==> src/rtl/mc_controller_v2.sv <==
// Multicycle RISC-V main controller: one-hot-free encoded FSM with combinational
// datapath controls, optional bne/jalr support and optional memory handshake.
module mc_controller_v2 #(
    parameter int SUPPORT_BNE   = 1,
    parameter int SUPPORT_JALR  = 1,
    parameter int MEM_HANDSHAKE = 1
) (
    input  logic       clk,
    input  logic       reset,
    input  logic [6:0] op_i,
    input  logic [2:0] funct3_i,
    input  logic       funct7_i,
    input  logic       zero_i,
    input  logic       mem_ready_i,
    output logic       PCWrite_o,
    output logic       MemWrite_o,
    output logic       MemRead_o,
    output logic       IRWrite_o,
    output logic       RegWrite_o,
    output logic       AdrSrc_o,
    output logic [1:0] ALUSrcA_o,
    output logic [1:0] ALUSrcB_o,
    output logic [1:0] ResultSrc_o,
    output logic [2:0] ALUControl_o,
    output logic [2:0] ImmSrc_o,
    output logic       illegal_o,
    output logic [3:0] state_o
);

    localparam logic [6:0] OP_LW   = 7'b0000011;
    localparam logic [6:0] OP_SW   = 7'b0100011;
    localparam logic [6:0] OP_R    = 7'b0110011;
    localparam logic [6:0] OP_I    = 7'b0010011;
    localparam logic [6:0] OP_JAL  = 7'b1101111;
    localparam logic [6:0] OP_BR   = 7'b1100011;
    localparam logic [6:0] OP_LUI  = 7'b0110111;
    localparam logic [6:0] OP_JALR = 7'b1100111;

    localparam logic [2:0] ALU_ADD = 3'b000;
    localparam logic [2:0] ALU_SUB = 3'b001;
    localparam logic [2:0] ALU_AND = 3'b010;
    localparam logic [2:0] ALU_OR  = 3'b011;
    localparam logic [2:0] ALU_SLT = 3'b101;

    typedef enum logic [3:0] {
        S_FETCH    = 4'd0,
        S_DECODE   = 4'd1,
        S_MEMADR   = 4'd2,
        S_MEMREAD  = 4'd3,
        S_MEMWB    = 4'd4,
        S_MEMWRITE = 4'd5,
        S_EXECR    = 4'd6,
        S_ALUWB    = 4'd7,
        S_EXECI    = 4'd8,
        S_JAL      = 4'd9,
        S_BRANCH   = 4'd10,
        S_LUI      = 4'd11,
        S_JALR1    = 4'd12,
        S_JALR2    = 4'd13,
        S_ERROR    = 4'd15
    } state_t;

    state_t state;
    logic   mem_rdy;
    logic   alu_funct_ok;
    logic   branch_ok;

    function automatic logic [2:0] alu_decode(input logic [2:0] f3, input logic f7,
                                              input logic op5);
        logic [2:0] alu;
        case (f3)
            3'b000:  alu = (f7 && op5) ? ALU_SUB : ALU_ADD;
            3'b010:  alu = ALU_SLT;
            3'b110:  alu = ALU_OR;
            3'b111:  alu = ALU_AND;
            default: alu = ALU_ADD;
        endcase
        return alu;
    endfunction

    assign mem_rdy      = (MEM_HANDSHAKE != 0) ? mem_ready_i : 1'b1;
    assign alu_funct_ok = (funct3_i == 3'b000) || (funct3_i == 3'b010) ||
                          (funct3_i == 3'b110) || (funct3_i == 3'b111);
    assign branch_ok    = (funct3_i == 3'b000) ||
                          ((funct3_i == 3'b001) && (SUPPORT_BNE != 0));
    assign state_o      = state;

    always_ff @(posedge clk) begin
        if (!reset) begin
            state <= S_FETCH;
        end else begin
            case (state)
                S_FETCH:    if (mem_rdy) state <= S_DECODE;
                S_DECODE: begin
                    case (op_i)
                        OP_LW, OP_SW: state <= S_MEMADR;
                        OP_R:         state <= alu_funct_ok ? S_EXECR : S_ERROR;
                        OP_I:         state <= alu_funct_ok ? S_EXECI : S_ERROR;
                        OP_JAL:       state <= S_JAL;
                        OP_BR:        state <= branch_ok ? S_BRANCH : S_ERROR;
                        OP_LUI:       state <= S_LUI;
                        OP_JALR:      state <= (SUPPORT_JALR != 0) ? S_JALR1 : S_ERROR;
                        default:      state <= S_ERROR;
                    endcase
                end
                S_MEMADR:   state <= (op_i == OP_SW) ? S_MEMWRITE : S_MEMREAD;
                S_MEMREAD:  if (mem_rdy) state <= S_MEMWB;
                S_MEMWRITE: if (mem_rdy) state <= S_FETCH;
                S_MEMWB, S_ALUWB, S_BRANCH, S_LUI: state <= S_FETCH;
                S_EXECR, S_EXECI, S_JAL, S_JALR2:  state <= S_ALUWB;
                S_JALR1:    state <= S_JALR2;
                S_ERROR:    state <= S_ERROR;
                default:    state <= S_ERROR;
            endcase
        end
    end

    always_comb begin
        case (op_i)
            OP_SW:   ImmSrc_o = 3'b001;
            OP_BR:   ImmSrc_o = 3'b010;
            OP_JAL:  ImmSrc_o = 3'b011;
            OP_LUI:  ImmSrc_o = 3'b100;
            default: ImmSrc_o = 3'b000;
        endcase
    end

    always_comb begin
        PCWrite_o    = 1'b0;
        MemWrite_o   = 1'b0;
        MemRead_o    = 1'b0;
        IRWrite_o    = 1'b0;
        RegWrite_o   = 1'b0;
        AdrSrc_o     = 1'b0;
        ALUSrcA_o    = 2'b00;
        ALUSrcB_o    = 2'b00;
        ResultSrc_o  = 2'b00;
        ALUControl_o = ALU_ADD;
        case (state)
            S_FETCH: begin
                MemRead_o   = 1'b1;
                ALUSrcB_o   = 2'b10;
                ResultSrc_o = 2'b10;
                IRWrite_o   = mem_rdy;
                PCWrite_o   = mem_rdy;
            end
            S_DECODE: begin
                ALUSrcA_o = 2'b01;
                ALUSrcB_o = 2'b01;
            end
            S_MEMADR, S_JALR1: begin
                ALUSrcA_o = 2'b10;
                ALUSrcB_o = 2'b01;
            end
            S_MEMREAD: begin
                AdrSrc_o  = 1'b1;
                MemRead_o = 1'b1;
            end
            S_MEMWB: begin
                ResultSrc_o = 2'b01;
                RegWrite_o  = 1'b1;
            end
            S_MEMWRITE: begin
                AdrSrc_o   = 1'b1;
                MemWrite_o = 1'b1;
            end
            S_EXECR: begin
                ALUSrcA_o    = 2'b10;
                ALUControl_o = alu_decode(funct3_i, funct7_i, op_i[5]);
            end
            S_EXECI: begin
                ALUSrcA_o    = 2'b10;
                ALUSrcB_o    = 2'b01;
                ALUControl_o = alu_decode(funct3_i, funct7_i, op_i[5]);
            end
            S_ALUWB:   RegWrite_o = 1'b1;
            S_JAL, S_JALR2: begin
                ALUSrcA_o = 2'b01;
                ALUSrcB_o = 2'b10;
                PCWrite_o = 1'b1;
            end
            S_BRANCH: begin
                ALUSrcA_o    = 2'b10;
                ALUControl_o = ALU_SUB;
                PCWrite_o    = (funct3_i == 3'b000) ? zero_i :
                               (funct3_i == 3'b001) ? !zero_i : 1'b0;
            end
            S_LUI: begin
                ResultSrc_o = 2'b11;
                RegWrite_o  = 1'b1;
            end
            default: ;
        endcase
        // Reset masks every enable regardless of where the state register sits.
        if (!reset) begin
            PCWrite_o  = 1'b0;
            MemWrite_o = 1'b0;
            MemRead_o  = 1'b0;
            IRWrite_o  = 1'b0;
            RegWrite_o = 1'b0;
        end
    end

    assign illegal_o = (state == S_ERROR) && reset;

endmodule

==> config.mk <==
export PLATFORM = sky130hd
export DESIGN_NAME = mc_controller_v2
export DESIGN_NICKNAME = d
export VERILOG_FILES = /design/src/rtl/mc_controller_v2.sv
export SDC_FILE = /design/constraint.sdc
export NUM_CORES = 1
export LEC_CHECK = 0
export ABC_AREA = 1
export BUFFER_PORTS_ARGS = -buffer_cell sky130_fd_sc_hd__buf_4
export CAP_MARGIN = 10
export CORE_AREA = 2 2 42 44
export DETAILED_ROUTE_END_ITERATION = 10
export DIE_AREA = 0 0 44 46
export PLACE_DENSITY = 0.84
export SLEW_MARGIN = 20
export SYNTH_ARGS = -nofsm -noshare
export SYNTH_HDL_FRONTEND = slang
export SYNTH_SLANG_ARGS = --single-unit
export TNS_END_PERCENT = 30
==> constraint.sdc <==
create_clock -name clk -period 2.52 [get_ports clk]
set_clock_uncertainty 0.05 [all_clocks]
set_input_delay 0.63 -clock clk [delete_from_list [all_inputs] [get_ports clk]]
set_output_delay 0.63 -clock clk [all_outputs]
set_load 0.05 [all_outputs]
Yosys cells after proc, flatten, opt, wreduce, memory -nomap -nowiden
Cells that the tools add are included.
{ "classes": {"n_eq_ne": 29, "n_mux": 29, "n_reduce_logical": 22} }
{ "ops": {"columns": ["operator", "count"], "rows": [
  ["one-hot mux 4 bit (8 select lines)", 1],
  ["equality test 4 bit, second input constant", 7],
  ["one-hot mux 4 bit (7 select lines)", 1],
  ["one-hot mux 3 bit (4 select lines)", 2],
  ["equality test 7 x 6 -> 1 bit, second input constant", 3],
  ["equality test 7 bit, second input constant", 3],
  ["equality test 4 x 3 -> 1 bit, second input constant", 4],
  ["two-way mux 4 bit", 4],
  ["two-way mux 1 bit", 13],
  ["OR reduction 4 bit", 3],
  ["OR reduction 2 bit", 5],
  ["two-way mux 3 bit", 3],
  ["OR reduction 3 bit", 3],
  ["equality test 4 x 2 -> 1 bit, second input constant", 2],
  ["one-hot mux 2 bit (2 select lines)", 2],
  ["equality test 7 x 2 -> 1 bit, second input constant", 1],
  ["equality test 7 x 5 -> 1 bit, second input constant", 1],
  ["equality test 3 bit, second input constant", 2],
  ["inequality test 2 bit, second input constant", 3],
  ["one-hot mux 2 bit (3 select lines)", 1],
  ["one-hot mux 3 bit (2 select lines)", 1],
  ["OR reduction 5 bit", 1],
  ["equality test 4 x 1 -> 1 bit, second input constant", 1],
  ["zero test 4 bit", 1],
  ["other kinds (8)", 12]
]} }
{ "totals": {"regBits": 4, "in_bits": 15, "output_inout_bits": 23, "wordCells": 81} }

Logic depth before layout (Yosys ltp)
{ "depth": {"word_depth": 7, "depth_mapped": 10, "mapped_depth_nobuf": 10} }

Worst setup path before layout
Ideal clock, no wire load.
{ "synth_path": {"kind": "register to output", "start": "register state[3] (netlist: state_o[3])", "end": "output port ALUControl_o[2]", "t_arrival_ns": 2.589, "required_ns": 1.840, "slack_ns": -0.749, "stages_incl_launch_ff": 7, "cell_sequence": "dfxtp_1 -> inv_2 -> nor2_2 -> nand2_1 -> nand2_1 -> inv_1 -> nor4_1"} }
{ "synth_between": {"elab_chain_cells": 3} }
{ "synth_rtl": {"columns": ["item", "line", "rtl"], "rows": [
  ["from (decl)", "63", "state_t state;"],
  ["from (signal assigned)", "97", "OP_R: state <= alu_funct_ok ? S_EXECR : S_ERROR;"],
  ["from (signal assigned)", "98", "OP_I: state <= alu_funct_ok ? S_EXECI : S_ERROR;"],
  ["from (signal assigned)", "100", "OP_BR: state <= branch_ok ? S_BRANCH : S_ERROR;"],
  ["equality test 4 bit or equality test 4 x 3 -> 1 bit (tied branches)", "139", "case (state)"],
  ["OR reduction 2 bit (no source line)", null, null],
  ["one-hot mux 3 bit (2 select lines) *", "139", null],
  ["to (decl)", "24", "output logic [2:0] ALUControl_o,"]
]} }
Every way passes the cells marked *; elsewhere a longest branch is shown, timed or not.

Worst setup path after layout
{ "layout_path": {"start": "input port funct3_i[1]", "end": "output port PCWrite_o"} }
{ "layout_between": {"elab_chain_cells": 5} }
{ "layout_rtl": {"columns": ["item", "line", "rtl"], "rows": [
  ["from (decl)", "11", "input logic [2:0] funct3_i,"],
  ["equality test 3 x 1 -> 1 bit", "186", "(funct3_i == 3'b001) ? !zero_i : 1'b0;"],
  ["two-way mux 1 bit", "186", null],
  ["two-way mux 1 bit *", "185", "PCWrite_o = (funct3_i == 3'b000) ? zero_i :"],
  ["one-hot mux 1 bit (3 select lines) *", "139", null],
  ["two-way mux 1 bit *", "195", "if (!reset) begin"],
  ["to (decl)", "15", "output logic PCWrite_o,"]
]} }
Marked as above.

==> flow_metrics.py <==
metrics = {
    "sta": {
        "hold_viol_final": 0,
        "maxSlewHeadroom": 0.798,
        "post-route-period-util": 0.930,
        "fmax_mhz": 427,
        "finalMaxSlewViolations": 0,
        "worst_pin_slew_ns": 0.302,
        "rsz0062_at_grt": "no",
        "period_minus_slack_ns": 2.34,
        "final-setup-viol-count": 0,
        "finalWorstSetupSlack_ns": 0.177,
    },
    "cts": {
        "postCtsSetupRepairBufs": 0,
        "cts_hold_buf": 0,
        "cts_buffer_depth": 2,
        "h-tree-depth": 1,
        "clock-sinks": 4,
        "ctsResizeCount": 0,
        "cts_tree": "yes",
        "path_clk_slew_ns": 0.03,
        "clock-root-buffer": "clkbuf_4",
        "insertion_delay_ns": 0.23,
        "cts_buffers": 3,
    },
    "logic_synthesis": {
        "yosys.area.top_type": "nand2_1",
        "syn_avg_cell_area_um2": 4.79,
        "ys_top_cells_by_count": "48 x nand2_1, 22 x nor2_1, 19 x inv_1",
        "synth_warnings": 0,
        "ys_ff_latch": 4,
        "synthFlopType": "dfxtp_1",
        "synth_most_common_cell": "nand2_1",
        "synth-edff-count": 0,
        "netlist-cell-type-count": 19,
        "syn_nets": 163,
        "yosysTopAreaCellShare": 0.254,
        "ys_seq_area_frac": 0.113,
        "synth_area_leaders": "nand2_1 25%, nor2_1 12%, dfxtp_1 11%, nand3_1 11%, inv_1 10%",
        "async_flop_share": 0,
        "syn_inst": 148,
        "syn-cell-area_um2": 709,
    },
    "floorplanning": {
        "io_pins": 38,
        "initial_core_util": 0.440,
        "rows": 15,
        "coreArea_um2": 1610,
        "die_y_um": 46,
        "die_x_um": 44,
        "die-area_um2": 2020,
    },
    "global_routing": {
        "overflow": 0,
        "use_met1": 0.324,
        "grt_util_met3": 0.0238,
        "grt_pass1_wl_um": 3520,
        "grt_use_met2": 0.368,
        "busiest_layer": "met2",
        "grt_use_total": 0.230,
        "grt_max_degree": 8,
        "first_global_vias": 869,
        "antenna_found_initial": 0,
    },
    "power": {
        "p_int_uw": 398,
        "power_uw": 1140,
        "seqPwrFrac": 0.118,
        "p_sw_uw": 739,
        "p_sw_frac": 0.650,
        "power_density_nw_per_um2": 1100,
        "pwr-share-clk": 0.066,
        "p_leak_uw": 0.000598,
        "combinationalPowerShare": 0.816,
        "ir_drop_uv": 716,
    },
    "layout": {
        "area_growth_pct": 46.2,
        "postLayoutCoreUtil": 0.643,
        "num-nets-final": 205,
        "register_area_um2": 80.1,
        "fillers": 173,
        "antenna-diode-count": 0,
        "largest_reg_flops": 4,
        "drive_gt1_frac": 0.287,
        "multi_input_area_um2": 542,
    },
    "worst_setup_path": {
        "worst-endpoint-required_ns": 1.84,
        "critPathLaunchType": "input port",
        "crit_type": "input port to primary output",
        "critPathMaxFanout": 4,
        "critPathCaptureType": "primary output",
        "arrival_ns": 1.66,
    },
    "routing": {
        "vias": 1052,
        "drcViolationCount": 0,
        "viasPerCell": 5.13,
        "firstDrtPassIters": 5,
        "ant_nets": 0,
        "wl_per_cell_um": 10.6,
        "wirelength_um": 2170,
        "drtIter0Drc": 35,
    },
    "place": {
        "io_buffers": 37,
        "post-place-ws_ns": 0.175,
        "post-dp-hpwl_um": 1780,
        "gp_congestion": 0.882,
    },
    "run": {
        "max_cap_violations": 0,
    },
    "hold_path": {
        "hp-class": "flop to flop",
    },
    "status": {
        "status": "completed",
    },
}
kinds of logic after synthesis:
kind of cell | synth area share
and+or+nand+nor | 0.610
xor gates and xnor gates | 0.0123
AOI/OAI and AO/OA | 0.132
buffers and inverters | 0.132
DFF | 0.113
routing by layer:
layer	wire length, µm	vias to the layer above
met1	942	467
met4	0	0
met2	1090	30
met5	0	-
li1	-	555
met3	140	0
final timing paths:
check	startpoint	to	slack, ns	cells past startpoint
max	funct3_i[1]	PCWrite_o	0.18	6
max reg2reg	state_o[1]$_SDFFE_PN0P_	state_o[2]$_SDFFE_PN0P_	1.07	6
min reg2reg	state_o[1]$_SDFFE_PN0P_	state_o[1]$_SDFFE_PN0P_	0.62	2
min	state_o[1]$_SDFFE_PN0P_	state_o[1]$_SDFFE_PN0P_	0.62	2
stage by stage:
| stage | hold WS, ns | cell area (µm²) | TNS, ns | instances |
|---|---|---|---|---|
| 2_1_floorplan | 0.718 | 716 | -0.665 | 148 |
| 3_3_place_gp | 0.581 | 1010 | 0 | 202 |
| 3_5_place_dp | 0.591 | 1010 | 0 | 202 |
| 4_1_cts | 0.598 | 1040 | 0 | 205 |
| 5_1_grt | 0.628 | 1040 | 0 | 205 |
| 6_report | 0.616 | 1040 | 0 | 205 |
cell type report:
class,instances,share of cell area
flip-flops and latches,4,0.0772
repair buffers,37,0.268
multi-input cells,119,0.522
clock buffers,3,0.0217
inverters,25,0.0905
well taps,17,0.0205
power groups by stage:
stage	clock network (µW)	logic (µW)	registers, µW
6_report	75.1	928	134
5_1_grt	80.4	994	137
4_1_cts	79.1	925	132
3_5_place_dp	0	923	133
3_3_place_gp	0	915	132
2_1_floorplan	0	593	201
layout by cell type (no fill, tap or decap), drive strengths merged:
cell type and n:
nand4 3, nand3 15, xor2 1, a21oi 6, nand2 50, nor3 4
o21bai 1, clkbuf 3, or2 1, clkinv 2, inv 23, nor4 1
a31oi 2, nor2 27, o21ai 8, dfxtp 4, buf 37
critical path: stages:
cell     delay (ns)
buf_4          0.12
or2_2          0.30
nor3_1         0.18
nand2_1        0.08
a31oi_1        0.14
buf_4          0.22
Note: power is estimated with default switching activity, not from simulation.
